--- config.mk ---
export PLATFORM = sky130hd
export DESIGN_NAME = timer_ctrl16
export DESIGN_NICKNAME = d
export VERILOG_FILES = /design/src/rtl/timer_ctrl16.sv
export SDC_FILE = /design/constraint.sdc
export NUM_CORES = 1
export LEC_CHECK = 0
export BUFFER_PORTS_ARGS = -buffer_cell sky130_fd_sc_hd__buf_4
export CELL_PAD_IN_SITES_DETAIL_PLACEMENT = 1
export CELL_PAD_IN_SITES_GLOBAL_PLACEMENT = 1
export CORE_ASPECT_RATIO = 1.4
export CORE_MARGIN = 2
export CORE_UTILIZATION = 25
export DETAILED_ROUTE_END_ITERATION = 7
export PLACE_DENSITY_LB_ADDON = 0.1
export SYNTH_ARGS = -nofsm -noshare
export SYNTH_HDL_FRONTEND = slang
export SYNTH_SLANG_ARGS = --single-unit
export TNS_END_PERCENT = 1
--- constraint.sdc ---
create_clock -name clk_i -period 1.79 [get_ports clk_i]
set_input_delay 0.0895 -clock clk_i [delete_from_list [all_inputs] [get_ports clk_i]]
set_output_delay 0.0895 -clock clk_i [all_outputs]
set_load 0.01 [all_outputs]
--- src/rtl/timer_ctrl16.sv ---
// timer_ctrl16: control FSM for an external 16-bit up/down counter.
// Button rising edges request load / start-resume / pause-abort; a
// prescaler paces count steps while running, and the controller stops at the
// counter's terminal value instead of letting it wrap.
// Optional build macro TIMER_CTRL16_AUTORELOAD_EN: a down-count that reaches
// zero reloads the captured value and keeps running (if that value is non-zero).
//
// Request semantics: each button is a level; a request is the single cycle in
// which the level is 1 and its registered copy is still 0. The FSM acts on it
// at the next rising edge, where state and the registered counter controls
// change together. Priority when requests coincide: load > stop > start.
module timer_ctrl16 #(
  parameter int PRESCALE = 100000
) (
  input  logic        clk_i,
  input  logic        rst_ni,
  input  logic        btn_load_i,
  input  logic        btn_start_i,
  input  logic        btn_stop_i,
  input  logic        dir_i,
  input  logic [15:0] sw_i,
  input  logic [15:0] q_i,
  input  logic        utc_i,
  input  logic        dtc_i,
  output logic        up_o,
  output logic        dw_o,
  output logic        ld_o,
  output logic [15:0] din_o,
  output logic [2:0]  state_o,
  output logic        done_o
);

  localparam int CW = $clog2(PRESCALE);
  localparam logic [CW-1:0] LAST = CW'(PRESCALE - 1);

  typedef enum logic [2:0] {
    S_IDLE  = 3'd0,
    S_LOAD  = 3'd1,
    S_RUN   = 3'd2,
    S_PAUSE = 3'd3,
    S_DONE  = 3'd4
  } state_t;

  state_t        state, state_nx;
  logic          load_d, start_d, stop_d;
  logic          load_req, start_req, stop_req;
  logic [CW-1:0] cnt;
  logic          dir_r;
  logic          tick, at_term, reload_hit, run_go;
  logic          up_nx, dw_nx, ld_nx;
  logic [15:0]   din_nx;

  // The counter value is observation only; decisions use the flags.
  logic unused_q;
  assign unused_q = ^q_i;

  // Button edge registers; reset to 1 so a button held through reset is not a request.
  always_ff @(posedge clk_i) begin
    if (!rst_ni) begin
      load_d  <= 1'b1;
      start_d <= 1'b1;
      stop_d  <= 1'b1;
    end else begin
      load_d  <= btn_load_i;
      start_d <= btn_start_i;
      stop_d  <= btn_stop_i;
    end
  end

  assign load_req  = btn_load_i  & ~load_d;
  assign stop_req  = btn_stop_i  & ~stop_d;
  assign start_req = btn_start_i & ~start_d;

  assign tick    = (state == S_RUN) && (cnt == LAST);
  assign at_term = dir_r ? utc_i : dtc_i;
  // A tick is acted on only if no higher-priority request pre-empts it.
  assign run_go  = tick && !load_req && !stop_req;

`ifdef TIMER_CTRL16_AUTORELOAD_EN
  logic [15:0] reload_r;

  // Reload value captured on every load.
  always_ff @(posedge clk_i) begin
    if (!rst_ni)       reload_r <= 16'h0000;
    else if (load_req) reload_r <= sw_i;
  end

  assign reload_hit = !dir_r && dtc_i && (reload_r != 16'h0000);
`else
  assign reload_hit = 1'b0;
`endif

  // State register.
  always_ff @(posedge clk_i) begin
    if (!rst_ni) state <= S_IDLE;
    else         state <= state_nx;
  end

  // Next-state logic; load pre-empts everything.
  always_comb begin
    state_nx = state;
    if (load_req) begin
      state_nx = S_LOAD;
    end else begin
      case (state)
        S_LOAD:  state_nx = S_IDLE;
        S_IDLE:  if (start_req) state_nx = S_RUN;
        S_RUN: begin
          if (stop_req)                           state_nx = S_PAUSE;
          else if (tick && at_term && !reload_hit) state_nx = S_DONE;
        end
        S_PAUSE: begin
          if (stop_req)       state_nx = S_IDLE;
          else if (start_req) state_nx = S_RUN;
        end
        S_DONE:  if (stop_req) state_nx = S_IDLE;
        default: state_nx = S_IDLE;
      endcase
    end
  end

  // Next values of the registered counter controls; up/dw/ld never coincide.
  always_comb begin
    up_nx  = run_go && dir_r && !utc_i;
    dw_nx  = run_go && !dir_r && !dtc_i;
    ld_nx  = 1'b0;
    din_nx = din_o;
    if (load_req) begin
      ld_nx  = 1'b1;
      din_nx = sw_i;
    end else if (run_go && at_term && reload_hit) begin
      ld_nx  = 1'b1;
`ifdef TIMER_CTRL16_AUTORELOAD_EN
      din_nx = reload_r;
`endif
    end
  end

  // Registered outputs, prescaler and latched direction.
  always_ff @(posedge clk_i) begin
    if (!rst_ni) begin
      up_o  <= 1'b0;
      dw_o  <= 1'b0;
      ld_o  <= 1'b0;
      din_o <= 16'h0000;
      cnt   <= '0;
      dir_r <= 1'b0;
    end else begin
      up_o  <= up_nx;
      dw_o  <= dw_nx;
      ld_o  <= ld_nx;
      din_o <= din_nx;
      // Prescaler runs only while staying in RUN; any entry starts from zero.
      if (state == S_RUN && state_nx == S_RUN && !tick) cnt <= cnt + CW'(1);
      else                                              cnt <= '0;
      if ((state == S_IDLE || state == S_PAUSE) && state_nx == S_RUN)
        dir_r <= dir_i;
    end
  end

  // Encoded state for observation; unused codes read as IDLE.
  always_comb begin
    case (state)
      S_IDLE, S_LOAD, S_RUN, S_PAUSE, S_DONE: state_o = state;
      default:                                state_o = 3'd0;
    endcase
  end

  assign done_o = (state == S_DONE);

endmodule

After elaboration in Yosys (flattened, before gate mapping)
Cells that the tools add are included.
{"block": "word_totals", "inputBits": 40, "rom_bits": 0, "n_memories": 0, "ramBits": 0, "output_inout_bits": 23, "ff_bits": 43, "elab_cells": 54, "latchBits": 0}
{"block": "classes", "n_eq_ne": 6, "bitwise_logic": 6, "shift": 0, "div_mod_pow": 0, "addsub": 1, "multipliers": 0, "n_mux": 10, "magnitude_cmp": 0, "n_reduce_logical": 21}
{"cell": "3-bit two-way mux", "count": 7}
{"cell": "17-bit by 1-bit adder with 17-bit output (second input constant)", "count": 1}
{"cell": "17-bit equality test (second input constant)", "count": 1}
{"cell": "3-bit one-hot mux with 4 select lines", "count": 1}
{"cell": "1-bit logical AND", "count": 11}
{"cell": "3-bit by 2-bit equality test with 1-bit output (second input constant)", "count": 3}
{"cell": "1-bit logical NOT", "count": 6}
{"cell": "5-bit OR reduction", "count": 1}
{"cell": "1-bit AND", "count": 3}
{"cell": "3-bit by 1-bit equality test with 1-bit output (second input constant)", "count": 1}
{"cell": "3-bit equality test (second input constant)", "count": 1}
{"cell": "3-bit logical NOT", "count": 1}
{"cell": "1-bit NOT", "count": 3}
{"cell": "1-bit two-way mux", "count": 2}
{"cell": "2-bit AND reduction", "count": 1}
{"cell": "1-bit logical OR", "count": 1}

Longest topological paths before layout
{"block": "logic_depth", "depth_word": 11, "depth_mapped": 6, "mapped_depth_nobuf": 5}

Worst setup path before layout
OpenSTA, ideal clock, no wires.
{"block": "synth_path", "path_type": "flip-flop to flip-flop", "start": "register cnt[7]", "end": "register cnt[16]", "arrival_ns": 1.401, "stages_incl_launch_ff": 5, "required_ns": 1.720, "synth_period_minus_slack_ns": 1.470, "path_buffers": 0, "setup_slack_ns": 0.320, "setup_ns": 0.070, "cell_sequence": "dfxtp_1 nand4_2 or3_4 or3_1 a21oi_1"}
{"block": "synth_via", "elab_chain_len": 11, "word_cells_on_any_way": 13, "classes_between": "add/sub: 1; eq/ne: 2; mux: 4; reduce/logical: 6"}
{"item": "start, declared", "line": "47", "source": "logic [CW-1:0] cnt;"}
{"item": "start signal, assigned", "line": "154", "source": "if (state == S_RUN && state_nx == S_RUN && !tick) cnt <= cnt + CW'(1);"}
{"item": "17-bit equality test", "line": "74", "source": "assign tick = (state == S_RUN) && (cnt == LAST);"}
{"item": "1-bit logical AND", "line": "74"}
{"item": "1-bit logical AND", "line": "110", "source": "else if (tick && at_term && !reload_hit) state_nx = S_DONE;"}
{"item": "3-bit two-way mux", "line": "110"}
{"item": "3-bit two-way mux", "line": "109", "source": "if (stop_req) state_nx = S_PAUSE;"}
{"item": "3-bit one-hot mux with 4 select lines", "line": "105", "source": "case (state)"}
{"item": "3-bit two-way mux", "line": "102", "source": "if (load_req) begin"}
{"item": "3-bit by 2-bit equality test with 1-bit output", "line": "154"}
{"item": "1-bit logical AND (2 in series)", "line": "154"}
{"item": "2-bit AND reduction (no source line)"}
Parallel ways exist; a longest one is shown, timed or not.
A chain may end at the register's enable or synchronous reset.

Worst setup path after layout
Same ends and word-level chain as after synthesis.

==> key figures <==
Outcome
  – Status: finished clean

Synthesis
  – Main flop type after synthesis: dfxtp_1
  – #FFs+latches synth: 43
  – Synth cell types: 35
  – Post-synth EDFFs: 0
  – Most instantiated cells after synthesis: dfxtp_1 (43), nand2_1 (39), nor2_1 (21)
  – Post-synthesis async set-or-reset flop share: 0%
  – Syn Area/Cell: ~8.7 µm²
  – Post-synthesis sequential area ratio: 48.2%
  – Post-Synthesis Cell Area: about 1800 µm²
  – Top cell type's share of synthesized area: 48.2%
  – Mapped Nets: 247
  – Synth area leader: dfxtp_1
  – Top post-synthesis cells by area: dfxtp_1 (48%), nand2_1 (8.2%), a21boi_0 (7.2%)
  – Synth warn: 0
  – Cells after synthesis: approximately 210
  – Most frequent cell after synthesis: dfxtp_1

STA
  – Slew HR: about three quarters
  – Min Tclk post-route: about 1.6 ns
  – Setup Total Neg Slack: 0 ns
  – RSZ-0062 raised after global routing: no
  – Final setup vio count: 0
  – Fmax: 0.638 GHz
  – Worst-Margin Slew: 0.353 ns
  – Clock Skew: 0.00446 ns
  – Min Hold Slack: roughly 0.046 ns
  – Fin crit share: 87.5%
  – Final Slew Violations: 0
  – Final Hold Viols: 0

Finish
  – Layout area overhead: 36.0%
  – Final cell count without fillers: 362
  – Area of the multi-input gates: 872 µm²
  – Final Core Density: about a third
  – Antenna diodes: 0
  – Fin nets: 307
  – Share of layout cells above drive strength 1: between 20% and 30%
  – Reg area: 861 µm²
  – FILL cells: 868

Route
  – DRC: 0
  – Drt pass-1 iters: 4
  – WL per Instance: 12.8 µm
  – Initial DRC count: 27
  – Final WL: 4620 µm
  – Final antenna-violating net count: 0
  – Routed via count: 1564
  – Via density: approximately 4.3

Critical path
  – CP Launch Type: register
  – Req. time, crit path: around 2 ns
  – Critical path fanouts, max: 6
  – Crit-path cells: nand4_2, or3_4, or3_1, a21oi_1
  – R2R setup slack: 0.22 ns
  – Crit path DAT: 1.79 ns
  – Worst path max stage delay: 0.46 ns
  – Kind of critical path: reg2reg
  – Crit. End Element: register
  – Slowest CP cell: dfxtp_1

Place
  – PortBufs: 46
  – DP HPWL: about 3300 µm
  – GPL Wtd Cong: 0.730
  – Dpl cells: ~350

Die
  – Die footprint: 7840 µm²
  – Die width: between 70 and 80 µm
  – # rows: 36
  – Num ports: 63
  – Core Box Area: between 6000 and 7000 µm²
  – Die Ht: 104 µm
  – Starting density of the core: 25.7%

Global route
  – First-pass GRT wire length: 7680 µm
  – Largest net degree at the start of global routing: 28
  – Vias in the first global route: around 1600
  – GRT Resource Usage Total: 12.7%
  – GR Overflow Total: 0
  – Antenna violations before repair: 0

Power and ir drop
  – Leakage power total: 0.916 nW
  – Maximum VDD drop: 0.000240 V
  – Pwr dens: 713 nW/µm²
  – Total power: 1.73 mW

Clock network
  – Cts bufs inserted: 5
  – CTS tree: built
  – Clock Path Buffers: 2
  – CTS clk-pin slew, worst paths: 0.08 ns
  – H-tree levels: 2
  – Worst skew pair latency: 0.29 ns
  – Clock root cell: clkbuf_8
  – Num Clock Sinks: 43
  – Post-cts sizing count: 0

Flow run
  – Max Cap Viol: 0

Hold path
  – Worst hold path type: in2reg
[through the flow]
step,worst slack (ns),cell area (µm²)
2_1_floorplan,0.320,1780
3_3_place_gp,0.232,2290
3_5_place_dp,0.240,2290
4_1_cts,0.224,2430
5_1_grt,0.104,2430
6_report,0.223,2430
[sequential cells by signal, indices dropped and copies added (netlist names)]
| register | count |
|---|---|
| ld_o | 1 |
| din_o | 16 |
| dw_o | 1 |
| start_d | 1 |
| up_o | 1 |
| load_d | 1 |
| state | 3 |
| stop_d | 1 |
| dir_r | 1 |
| cnt | 17 |
[cell families after synthesis]
kind of cell | after synthesis | share of synthesized area (%)
xor+xnor | 13 | 6.38
fa+ha+maj | 1 | 0.701
mux | 3 | 1.75
flops | 43 | 48.2
compound gates | 28 | 10.9
buf+inv | 13 | 2.87
simple gates | 105 | 29.1
[worst max-delay path: cells and delay by family, from the launching register on]
family | cells | cell delay, ns
simple gates | 3 | 0.90
flops | 1 | 0.46
compound gates | 1 | 0.14
[report_power, final]
part	total (mW)	internal (mW)	switching [mW]
Sequential	0.986	0.976	0.0106
Combinational	0.149	0.0858	0.0635
Clock	0.595	0.274	0.321
Total	1.73	1.34	0.395
[path summary, 6_finish.rpt]
kind                                       startpoint                      to  cells after the start
worst max-delay path                cnt[7]$_SDFF_PN0_      cnt[16]$_SDFF_PN0_                      4
worst min-delay path                         sw_i[12]  din_o[12]$_SDFFE_PN0P_                      3
worst max register to register      cnt[7]$_SDFF_PN0_      cnt[16]$_SDFF_PN0_                      4
worst min register to register  din_o[7]$_SDFFE_PN0P_   din_o[7]$_SDFFE_PN0P_                      2
[layout by cell type (no fill, tap or decap), types with 6 or more instances in the layout]
master / instances
nor2_1: 21
nand3_1: 7
dfxtp_1: 43
xnor2_1: 8
nand2b_1: 6
nand2_1: 39
nand4_1: 6
buf_4: 57
a21boi_0: 17
[layout make-up]
cell class / count / area share [%]
multi-input combinational: 150 / 35.9
clock inverter: 1 / 0.206
inverter: 4 / 0.619
clock buffer: 7 / 3.15
sequential: 43 / 35.5
tap: 95 / 4.90
timing repair buffer: 62 / 19.7
[per-layer routing]
| layer | GRT usage [%] | share of wire [%] | vias to the layer above | wire length [µm] |
|---|---|---|---|---|
| met3 | 3.49 | 4.1 | 4 | 188 |
| met2 | 22.2 | 52 | 30 | 2410 |
| met1 | 14.2 | 43 | 719 | 1970 |
| met5 | 0 | 0 | - | 0 |
| li1 | - | - | 811 | - |
| met4 | 4.51 | 1.1 | 0 | 53 |
[repair_timing]
item / 4_1_cts / 5_1_grt
hold buffers: 5 / 0
hold endpoints to repair: 5 / 0
setup buffers: 0 / 0
(Power assumes the default switching activity.)
